<file path="src/rtl/cbus_write_controller_pkg.sv">
// Shared types and opcode field layout for the C-bus write controller.
// Opcode byte: [7:6] op, [5:4] dst, [3:2] unused, [1:0] MOV source.
package cbus_pkg;

    typedef enum logic [1:0] {
        OP_LDI = 2'b00,
        OP_ADD = 2'b01,
        OP_SUB = 2'b10,
        OP_MOV = 2'b11
    } op_t;

    typedef enum logic [1:0] {
        DST_A    = 2'b00,
        DST_B    = 2'b01,
        DST_O    = 2'b10,
        DST_NONE = 2'b11
    } dst_t;

    typedef enum logic [1:0] {
        S_FETCH = 2'd0,
        S_IMM   = 2'd1,
        S_EXEC  = 2'd2
    } state_t;

    localparam int OP_HI  = 7;
    localparam int OP_LO  = 6;
    localparam int DST_HI = 5;
    localparam int DST_LO = 4;
    localparam int IGN_HI = 3;
    localparam int IGN_LO = 2;
    localparam int SRC_HI = 1;
    localparam int SRC_LO = 0;

    // Strobe vector ordered {A, B, O}; at most one bit set.
    function automatic logic [2:0] strobe_of(input dst_t d);
        logic [2:0] s;
        s = 3'b000;
        unique case (d)
            DST_A:    s = 3'b100;
            DST_B:    s = 3'b010;
            DST_O:    s = 3'b001;
            DST_NONE: s = 3'b000;
            default:  s = 3'b000;
        endcase
        return s;
    endfunction

    function automatic logic uses_carry(input op_t o);
        return (o == OP_ADD) || (o == OP_SUB);
    endfunction

endpackage

</file>
<file path="src/rtl/cbus_write_controller_alu.sv">
// Combinational result path for the C-bus controller.
// SUB reports borrow in carry_out; LDI/MOV carry_out is don't-care.
module cbus_alu
    import cbus_pkg::*;
#(
    parameter int WIDTH = 8
) (
    input  logic [WIDTH-1:0] a,
    input  logic [WIDTH-1:0] b,
    input  op_t              op,
    input  logic [1:0]       src,
    input  logic [WIDTH-1:0] imm,
    output logic [WIDTH-1:0] result,
    output logic             carry_out
);

    logic [WIDTH:0] sum;
    logic [WIDTH:0] diff;
    logic [WIDTH-1:0] mov_val;

    assign sum  = {1'b0, a} + {1'b0, b};
    assign diff = {1'b0, a} - {1'b0, b};

    always_comb begin
        mov_val = '0;
        unique case (src)
            2'b00:   mov_val = a;
            2'b01:   mov_val = b;
            default: mov_val = '0;
        endcase
    end

    always_comb begin
        result    = '0;
        carry_out = 1'b0;
        unique case (op)
            OP_LDI: result = imm;
            OP_ADD: begin
                result    = sum[WIDTH-1:0];
                carry_out = sum[WIDTH];
            end
            OP_SUB: begin
                result    = diff[WIDTH-1:0];
                carry_out = diff[WIDTH];
            end
            OP_MOV: result = mov_val;
            default: begin
                result    = '0;
                carry_out = 1'b0;
            end
        endcase
    end

endmodule

</file>
<file path="src/rtl/cbus_write_controller.sv">
// C-bus write initiator: fetch/decode byte stream, drive CBus and one
// write strobe during EXEC, and keep carry/zero flags.
module cbus_write_controller
    import cbus_pkg::*;
#(
    parameter int WIDTH = 8
) (
    input  logic             Clock,
    input  logic             Reset,
    input  logic [WIDTH-1:0] InstrData,
    input  logic             InstrValid,
    output logic             InstrReady,
    input  logic [WIDTH-1:0] ABus,
    input  logic [WIDTH-1:0] BBus,
    output logic [WIDTH-1:0] CBus,
    output logic             WriteA,
    output logic             WriteB,
    output logic             WriteO,
    output logic             Carry,
    output logic             Zero,
    output logic             Busy
);

    state_t           state;
    op_t              op_q;
    dst_t             dst_q;
    logic [1:0]       src_q;
    logic [WIDTH-1:0] imm_q;
    logic             ready_q;
    logic             busy_q;
    logic             carry_q;
    logic             zero_q;
    logic [2:0]       stb_q;

    logic             xfer;
    op_t              in_op;
    dst_t             in_dst;
    logic [WIDTH-1:0] alu_res;
    logic             alu_cy;
    logic             unused_ign;

    assign xfer       = InstrValid && ready_q;
    assign in_op      = op_t'(InstrData[OP_HI:OP_LO]);
    assign in_dst     = dst_t'(InstrData[DST_HI:DST_LO]);
    assign unused_ign = ^InstrData[IGN_HI:IGN_LO];

    cbus_alu #(
        .WIDTH (WIDTH)
    ) u_alu (
        .a         (ABus),
        .b         (BBus),
        .op        (op_q),
        .src       (src_q),
        .imm       (imm_q),
        .result    (alu_res),
        .carry_out (alu_cy)
    );

    always_ff @(posedge Clock) begin
        if (Reset) begin
            state   <= S_FETCH;
            op_q    <= OP_LDI;
            dst_q   <= DST_NONE;
            src_q   <= 2'b00;
            imm_q   <= '0;
            ready_q <= 1'b1;
            busy_q  <= 1'b0;
            carry_q <= 1'b0;
            zero_q  <= 1'b0;
            stb_q   <= 3'b000;
        end else begin
            stb_q <= 3'b000;
            unique case (state)
                S_FETCH: begin
                    if (xfer) begin
                        op_q   <= in_op;
                        dst_q  <= in_dst;
                        src_q  <= InstrData[SRC_HI:SRC_LO];
                        busy_q <= 1'b1;
                        if (in_op == OP_LDI) begin
                            state <= S_IMM;
                        end else begin
                            state   <= S_EXEC;
                            ready_q <= 1'b0;
                            stb_q   <= strobe_of(in_dst);
                        end
                    end
                end
                S_IMM: begin
                    if (xfer) begin
                        imm_q   <= InstrData;
                        state   <= S_EXEC;
                        ready_q <= 1'b0;
                        stb_q   <= strobe_of(dst_q);
                    end
                end
                S_EXEC: begin
                    // Flags track the result even when nothing is written.
                    state   <= S_FETCH;
                    ready_q <= 1'b1;
                    busy_q  <= 1'b0;
                    zero_q  <= (alu_res == '0);
                    if (uses_carry(op_q)) begin
                        carry_q <= alu_cy;
                    end
                end
                default: begin
                    state   <= S_FETCH;
                    ready_q <= 1'b1;
                    busy_q  <= 1'b0;
                end
            endcase
        end
    end

    assign CBus       = (state == S_EXEC) ? alu_res : '0;
    assign WriteA     = stb_q[2];
    assign WriteB     = stb_q[1];
    assign WriteO     = stb_q[0];
    assign Carry      = carry_q;
    assign Zero       = zero_q;
    assign InstrReady = ready_q;
    assign Busy       = busy_q;

endmodule

</file>
<file path="config.mk">
export PLATFORM = sky130hd
export DESIGN_NAME = cbus_write_controller
export DESIGN_NICKNAME = d
export VERILOG_FILES = /design/src/rtl/cbus_write_controller_pkg.sv /design/src/rtl/cbus_write_controller_alu.sv /design/src/rtl/cbus_write_controller.sv
export SDC_FILE = /design/constraint.sdc
export NUM_CORES = 1
export LEC_CHECK = 0
export ABC_AREA = 1
export BUFFER_PORTS_ARGS = -buffer_cell sky130_fd_sc_hd__buf_2
export CORE_MARGIN = 4
export CORE_UTILIZATION = 36
export CTS_CLUSTER_DIAMETER = 50
export DETAILED_ROUTE_END_ITERATION = 10
export SLEW_MARGIN = 10
export SYNTH_ARGS = -nofsm -noshare
export SYNTH_HDL_FRONTEND = slang
export SYNTH_SLANG_ARGS = --single-unit
</file>
<file path="constraint.sdc">
create_clock -name Clock -period 2.2 [get_ports Clock]
set_input_delay 0.11 -clock Clock [delete_from_list [all_inputs] [get_ports Clock]]
set_output_delay 0.11 -clock Clock [all_outputs]
set_load 0.05 [all_outputs]
</file>
* Yosys cells after proc, flatten, opt, wreduce, memory -nomap -nowiden *
Cells that the tools add are included.

word-level totals
  flip-flop bits (word level) = 23
  output and inout bits = 15
  input bits = 27
  logic and storage cells = 63

cells by class
  bitwise logic cells = 1
  muxes and demuxes = 20
  equality and inequality tests = 15
  reductions and logical operators = 15
  add/subtract/negate cells = 2

operators by type and width
  operator              number
  $pmux W8 S4           1
  $pmux W3 S4           2
  $pmux W8 S2           1
  $eq A2 B2 Y1 const B  7
  $logic_not A2 Y1      6
  $eq A2 B1 Y1 const B  5
  $reduce_and A2 Y1     5
  $add A8 B8 Y9         1
  $mux W3               3
  $sub A8 B8 Y9         1
  $logic_not A8 Y1      1
  $mux W8               1
  $mux W2               3
  $ne A2 B2 Y1 const B  3
  $pmux W1 S2           3
  $pmux W3 S2           1
  $mux W1               4
  $pmux W2 S2           1
  $reduce_and A3 Y1     1
  $logic_and A1 B1 Y1   1
  $logic_or A1 B1 Y1    1
  $not A1 Y1            1

* Longest topological paths before layout *
Gate-level depths: netlist (run 1).

  depth after elaboration = 5
  gate-level depth with buffers = 17
  gate-level depth less buffers = 16

* Cells and area by module *
A second synthesis (run 1) with hierarchy kept.

unflattened totals
  cell total of the unflattened synthesis = 352
  area total of the unflattened synthesis = 2114.5 um2

by module, submodules not included
  module                 seq. area each (um2)  area each (um2)  cells each  instances
  cbus_alu               0.0                   1111.1           204         1
  cbus_write_controller  460.4                 1003.5           148         1

* Worst setup path before layout (run 1) *
Ideal clock, no wire load.

  kind = input -> output
  start point = in ABus[0]
  end point = out CBus[2]
  buffers on the path = 0
  slack = 0.082 ns
  stages = 8
  required time = 2.090 ns
  arrival = 2.008 ns
  cell sequence = inv_1 ha_1 fa_1 nand2_1 nand3_1 nand3_1 nor2_1 nor3_1

between the ends
  longest elaborated chain between the ends = 3
  elaborated cells between the ends (all ways) = 4
  those cells by class = 2 x add/sub; 2 x mux

ends and longest elaborated chain
  what                                            RTL line                                                          source
  start: declaration                              cbus_write_controller.sv:13                                       input logic [WIDTH-1:0] ABus,
  $sub A8 B8 Y9 or $add A8 B8 Y9 (tied branches)  cbus_write_controller_alu.sv:22, cbus_write_controller_alu.sv:21
  $pmux W8 S4 (*)                                 cbus_write_controller_alu.sv:36                                   unique case (op)
  $mux W8 (*)                                     cbus_write_controller.sv:116                                      assign CBus = (state == S_EXEC) ? alu_res : '0;
  end: declaration                                cbus_write_controller.sv:15                                       output logic [WIDTH-1:0] CBus,

Every way passes the cells marked *; elsewhere a longest branch is shown, timed or not.

* Worst setup path in the final report (run 1) *
  start point = reg src_q[0]
  end point = out CBus[5]

between the ends
  longest elaborated chain between the ends = 4
  elaborated cells between the ends (all ways) = 5
  those cells by class = 1 x eq/ne; 3 x mux; 1 x reduce/logical

ends and longest elaborated chain
  what                                              RTL line                         source
  start: declaration                                cbus_write_controller.sv:27      logic [1:0] src_q;
  start signal: assignment                          cbus_write_controller.sv:78      src_q <= InstrData[SRC_HI:SRC_LO];
  $eq A2 B1 Y1 or $logic_not A2 Y1 (tied branches)  cbus_write_controller_alu.sv:26  unique case (src)
  $pmux W8 S2 (*)                                   cbus_write_controller_alu.sv:26
  $pmux W8 S4 (*)                                   cbus_write_controller_alu.sv:36
  $mux W8 (*)                                       cbus_write_controller.sv:116

Marked as above.

==> results of run 1 <==
## state kept, by name, indices dropped and copies added (netlist names)
register / cells
op_q: 2
Zero: 1
dst_q: 2
src_q: 2
Busy: 1
imm_q: 8
state: 2
InstrReady: 1
stb_q: 3
Carry: 1
## layer usage
layer | track usage | routed length [um]
met4 | 0.0351 | 55
met2 | 0.277 | 2710
met3 | 0.0118 | 206
met1 | 0.200 | 2440
met5 | 0 | 0
## kinds of logic (layout without fill, tap and decap cells)
group,count (synthesis),in the layout
flip-flops,23,23
AO/OA/AOI/OAI,48,48
adder cells (fa/ha/maj),23,23
buffers and inverters,61,101
AND/OR/NAND/NOR,188,188
## layout by cell type (no fill, tap or decap), types with 3 or more instances in the layout
| master | instances |
|---|---|
| dfxtp_1 | 23 |
| inv_1 | 48 |
| a21oi_2 | 3 |
| a31oi_1 | 3 |
| o21ai_0 | 20 |
| ha_1 | 20 |
| a21oi_1 | 17 |
| inv_2 | 5 |
| nand3_1 | 39 |
| clkbuf_8 | 3 |
| nand4_1 | 3 |
| or2_2 | 5 |
| buf_2 | 41 |
| nor2_1 | 50 |
| nand2_1 | 82 |
## final cells by class
cell class / instances / area [um2] / share of cell area
inverter: 54 / 203 / 0.0848
tap: 72 / 90.1 / 0.0377
timing repair buffer: 43 / 220 / 0.0921
clock inverter: 1 / 5.00 / 0.00209
multi-input combinational: 259 / 1370 / 0.574
clock buffer: 3 / 41.3 / 0.0173
sequential: 23 / 460 / 0.193
## timing repair
action / in CTS / in global routing
setup endpoints to repair: 0 / 3
hold buffers: 0 / 0
resized for setup: 0 / 2
## metrics by stage
| step | std cells | hold WS [ns] | power (mW) | util |
|---|---|---|---|---|
| 4_1_cts | 455 | 0.0830 | 1.27 | 0.430 |
| 3_3_place_gp | 451 | 0.367 | 1.00 | 0.422 |
| 5_1_grt | 455 | 0.0878 | 1.37 | 0.432 |
| 3_5_place_dp | 451 | 0.373 | 1.00 | 0.422 |
| 2_1_floorplan | 343 | 0.172 | 0.856 | - |
| 6_report | 455 | 0.0886 | 1.25 | 0.432 |
## how the worst max path moves through the flow
stage                          start      end  cells after the start
4_1_cts        src_q[0]$_SDFFE_PP0P_  CBus[4]                      8
3_3_place_gp                 ABus[0]  CBus[6]                     14
3_5_place_dp                 ABus[0]  CBus[6]                     14
6_report       src_q[0]$_SDFFE_PP0P_  CBus[5]                      7
2_1_floorplan                ABus[0]  CBus[2]                      8
5_1_grt        src_q[0]$_SDFFE_PP0P_  CBus[5]                      7
## power by group
part,switching [mW],leakage [nW],internal (mW)
clock,0.132,0.0255,0.126
combinational,0.351,1.07,0.183
sequential,0.0214,0.188,0.442
total,0.504,1.29,0.750
==> flow_summary.toml, run 1 <==
[run_status]
status = "complete, no violations"

[yosys]
netlist.area_leader.share = 0.223
synth-compound-area-share = 0.129
synth_adder_area_share = 0.147
synth-seq-cells = 23
synth_nets = 393
synth_edf_count = 0
synthTopCellsByCount = "nand2_1, nor2_1, inv_1, nand3_1, dfxtp_1"
post_synth_num_cell_types = 29
seq_area_frac_synth = 0.223
synth_ff_type = "dfxtp_1"
synth.area.mux_share = 0
synth_xor_area_frac = 0
syn_inst = 343
ys_top_cells_by_area = "dfxtp_1, nand2_1, ha_1"
synth_warnings = 0
synth_top_family_by_area = "simple AND/OR/NAND/NOR gates"
syn_area_per_cell_um2 = 6.01
ys_async_sr_fraction = 0
synth-simple-area-share = 0.386
yosysMostFrequentCell = "nand2_1"
synth_area_um2 = 2060
synth_top_cell_by_area = "dfxtp_1"

[worst_setup_path]
crit_top_cell = "nand2_1"
r2r_cells = 13
cp-end-kind = "primary output"
slowest_delay_ns = 0.55
critPathTopFamily = "flip-flops"
rrSetupSlack_ns = 0.37
cp_cell_sequence = "nand2_1 -> o21ai_0 -> a21oi_1 -> nand3_1 -> nand2_1 -> nor2_1 -> buf_2"
path_class = "flip-flop to primary output"
cp.required_ns = 2.09
crit_fanout = 7
critPathLaunchType = "flip-flop"
r2r_end = "Zero$_SDFFE_PP0P_"
path_buf_inv = 1
cp.arrival_ns = 1.91
worstReg2RegStart = "op_q[0]$_SDFFE_PP0P_"
cp_slowest_cell = "dfxtp_1"

[routing]
drtIter0Drc = 108
drt-pass1-iter-count = 4
wl_per_cell_um = 11.9
drc = 0
vias_per_cell = 4.83
via_count = 2198
routed_wl_um = 5400
antenna_left = 0

[placement]
post-place-ws_ns = 0.233
placed_area_um2 = 2340
dp_hpwl_um = 4480
gp_congestion = 0.870
io_buffers = 41

[die]
die_x_um = 83.7
core_um2 = 5540
io_pins = 42
die_area_um2 = 7000
fp.dieH_um = 83.7
start_util = 0.372
rows = 27

[cells_and_area]
antenna_cells = 0
fill_cells = 620
drive_gt1_frac = 0.162
final_area_um2 = 2390
nNetsFinal = 434
area_growth_pct = 16.0

[min_path]
min_to = "Zero$_SDFFE_PP0P_"
hp-class = "input pin to flip-flop"
hold_start = "Reset"
min_delay_path_depth = 2

[timing]
finalHoldViolations = 0
slew_headroom = 0.743
final.period_utilization = 0.920
final.setup_skew_ns = 0.00303
layout_setup_ws_ns = 0.175
finalSetupTns_ns = 0
fmax_mhz = 494
setup_viol = 0
layout_min_cycle_time_ns = 2.02
slew_violations = 0
tightest_slew_ns = 0.386
rsz0062_at_grt = "no"

[clock_tree]
cts.htree.levels = 1
cts_setup_buffers = 0
cts_tree = "done"
cts-root-buf = "clkbuf_8"
clockBufferDepth = 2
cts_made_buffers = 3
path_clk_slew_ns = 0.08
cts_sinks = 23
insertion_delay_ns = 0.26

[global_routing]
grt_max_degree = 16
grt_use_total = 0.155
antenna_found_initial = 0
grt_pass1_wl_um = 9100
grt-ovfl-total = 0
grt_pass1_vias = 2024

[pwr]
p_leak_nw = 1.29
ir_drop_v = 0.000388
power_density_nw_per_um2 = 525

[flow_run]
max-cap-violations = 0
Power figures use the tool's default switching activity.
==> inputs of run 2 (changes only) <==
- clock period: 2.2 -> 1.7 ns (I/O delays scaled with it)
==> run 2 against run 1 <==
  * The run now ends with setup timing left
  * Worst setup slack worse by 0.23 ns
  * Cell area is 35% higher
  * Critical endpoint is now CBus[2]
  * Combinational power is 100% higher
  * Hold slack worse by 0.010 ns
  * Flip-flop and latch count stayed put
  * Total power is 61% higher
  * Routed wire length is 18% higher
  * Critical path depth stayed put
  * Critical path type unchanged
  * Clock skew is 0.0026 ns higher
==> flow_summary.toml, run 2 (synthesis gave the netlist of run 1 again) <==
[routing]
antenna_left = 0
met1Wirelength_um = 2820
routed_wl_um = 6400
vias_per_cell = 4.90
drc = 0
via_count = 2483
wl_per_cell_um = 12.6
drtIter0Drc = 125
drt-pass1-iter-count = 4
routed.top_layer = "met4"
dr_wl_met3_um = 252
wl_met2_um = 3280

[clock_tree]
cts_tree = "done"
cts_hold_buf = 0
insertion_delay_ns = 0.26
cts.htree.levels = 1
cts_made_buffers = 3
cts_sinks = 23
cts-root-buf = "clkbuf_8"
clockBufferDepth = 2
path_clk_slew_ns = 0.08

[pwr]
clock_power_share = 0.164
p_leak_nw = 1.57
p_sw_uw = 805
power_frac_seq = 0.297
switching_share = 0.398
ir_drop_v = 0.000685
intPower_mw = 1.22
p_comb_frac = 0.539
power_density_nw_per_um2 = 629

[timing]
layout_setup_ws_ns = -0.0521
setup_viol = 6
tightest_slew_ns = 0.409
timing.hold.ws_ns = 0.0786
rsz0062_at_grt = "yes"
slew_violations = 0
fmax_mhz = 571
layout_min_cycle_time_ns = 1.75
final.period_utilization = 1.03
final.setup_skew_ns = 0.00566
slew_headroom = 0.726
finalHoldViolations = 0

[die]
io_pins = 42
fp.dieH_um = 83.7
core_um2 = 5540
rows = 27
die_x_um = 83.7
die_area_um2 = 7000
start_util = 0.372

[run_status]
violations = "setup timing"
status = "finished with violations"

[placement]
gp_congestion = 0.874
io_buffers = 41
placed_cells = 494
dp_hpwl_um = 4830

[flow_run]
max-cap-violations = 0

[worst_setup_path]
critPathLaunchType = "flip-flop"
cp.arrival_ns = 1.67
cp-startpoint = "op_q[1]$_SDFFE_PP0P_"
cp.required_ns = 1.62
crit_top_cell = "buf_4"
worstReg2RegStart = "op_q[0]$_SDFFE_PP0P_"
slowest_delay_ns = 0.39
cp-end-kind = "primary output"
cp_cell_sequence = "buf_4 -> ha_4 -> a21boi_4 -> nor2_2 -> buf_4 -> nor3_4 -> buf_6"
path_class = "flip-flop to primary output"
crit_fanout = 7
cp_slowest_cell = "dfxtp_4"

[global_routing]
grt_pass1_vias = 2395
grt-ovfl-total = 0
grt_pass1_wl_um = 10300
grt_max_degree = 16
grt_use_total = 0.173
antenna_found_initial = 0

[cells_and_area]
largest_reg_flops = 8
utilization = 0.581
top_register = "imm_q"
area_growth_pct = 56.1
nNetsFinal = 486
final_common_cell = "nand2_1"
final_cells = 507
layout_common_cells = "nand2_1, buf_4, nor2_1"
drive_gt1_frac = 0.400
antenna_cells = 0
top_regs = "imm_q x8, stb_q x3"

[min_path]
hold_start = "InstrData[2]"
hp-class = "input pin to flip-flop"
## run 2: stage by stage
step	setup WS (ns)	instance area [um2]	power [mW]	setup TNS (ns)
2_1_floorplan	0.00368	2080	1.12	0
3_3_place_gp	-0.204	2680	1.44	-0.754
3_5_place_dp	-0.249	2680	1.45	-1.03
4_1_cts	-0.0156	2940	1.87	-0.0209
5_1_grt	-0.196	3220	2.17	-0.953
6_report	-0.0521	3220	2.02	-0.168
## run 2: repair_timing
action | CTS | global route
gates resized for setup | 58 | 59
cloned | 1 | 0
setup endpoints to repair | 9 | 9
pin swaps | 10 | 26
buffers inserted | 2 | 6
endpoints found under the hold margin | 0 | 0
## run 2: critical path, delay by kind of cell (launching register included)
kind	cells	cell delay (ns)
compound gates	1	0.21
fa+ha+maj	1	0.18
buf+inv	3	0.43
simple gates	2	0.18
flops	1	0.39
## run 2: area by class of cell
| class | instances | area, um2 |
|---|---|---|
| multi-input cells | 259 | 1680 |
| repair inverters | 1 | 5.00 |
| well taps | 72 | 90.1 |
| flip-flops and latches | 23 | 469 |
| clock inverters | 1 | 5.00 |
| inverters | 54 | 221 |
| clock buffers | 3 | 41.3 |
| repair buffers | 94 | 709 |
| fillers | 518 | 2320 |
## run 2: power by group through the flow
stage | clock network (mW) | registers [mW] | logic (mW)
floorplan | 0 | 0.638 | 0.482
global placement | 0 | 0.604 | 0.840
detailed placement | 0 | 0.606 | 0.846
CTS | 0.337 | 0.602 | 0.933
global route | 0.364 | 0.605 | 1.20
finish | 0.332 | 0.601 | 1.09
## run 2: worst paths after layout
kind / to / slack, ns / cells after the start
setup reg to reg: Zero$_SDFFE_PP0P_ / -0.03 / 13
hold reg to reg: Busy$_SDFFE_PP0P_ / 0.47 / 2
hold / removal: imm_q[2]$_SDFFE_PP0P_ / 0.08 / 3
setup / recovery: CBus[2] / -0.05 / 7
## run 2: per-layer routing
metal | GRT usage | vias up
met4 | 0.0453 | 0
met2 | 0.325 | 57
li1 | - | 1279
met5 | 0 | -
met1 | 0.209 | 1143
met3 | 0.0138 | 4
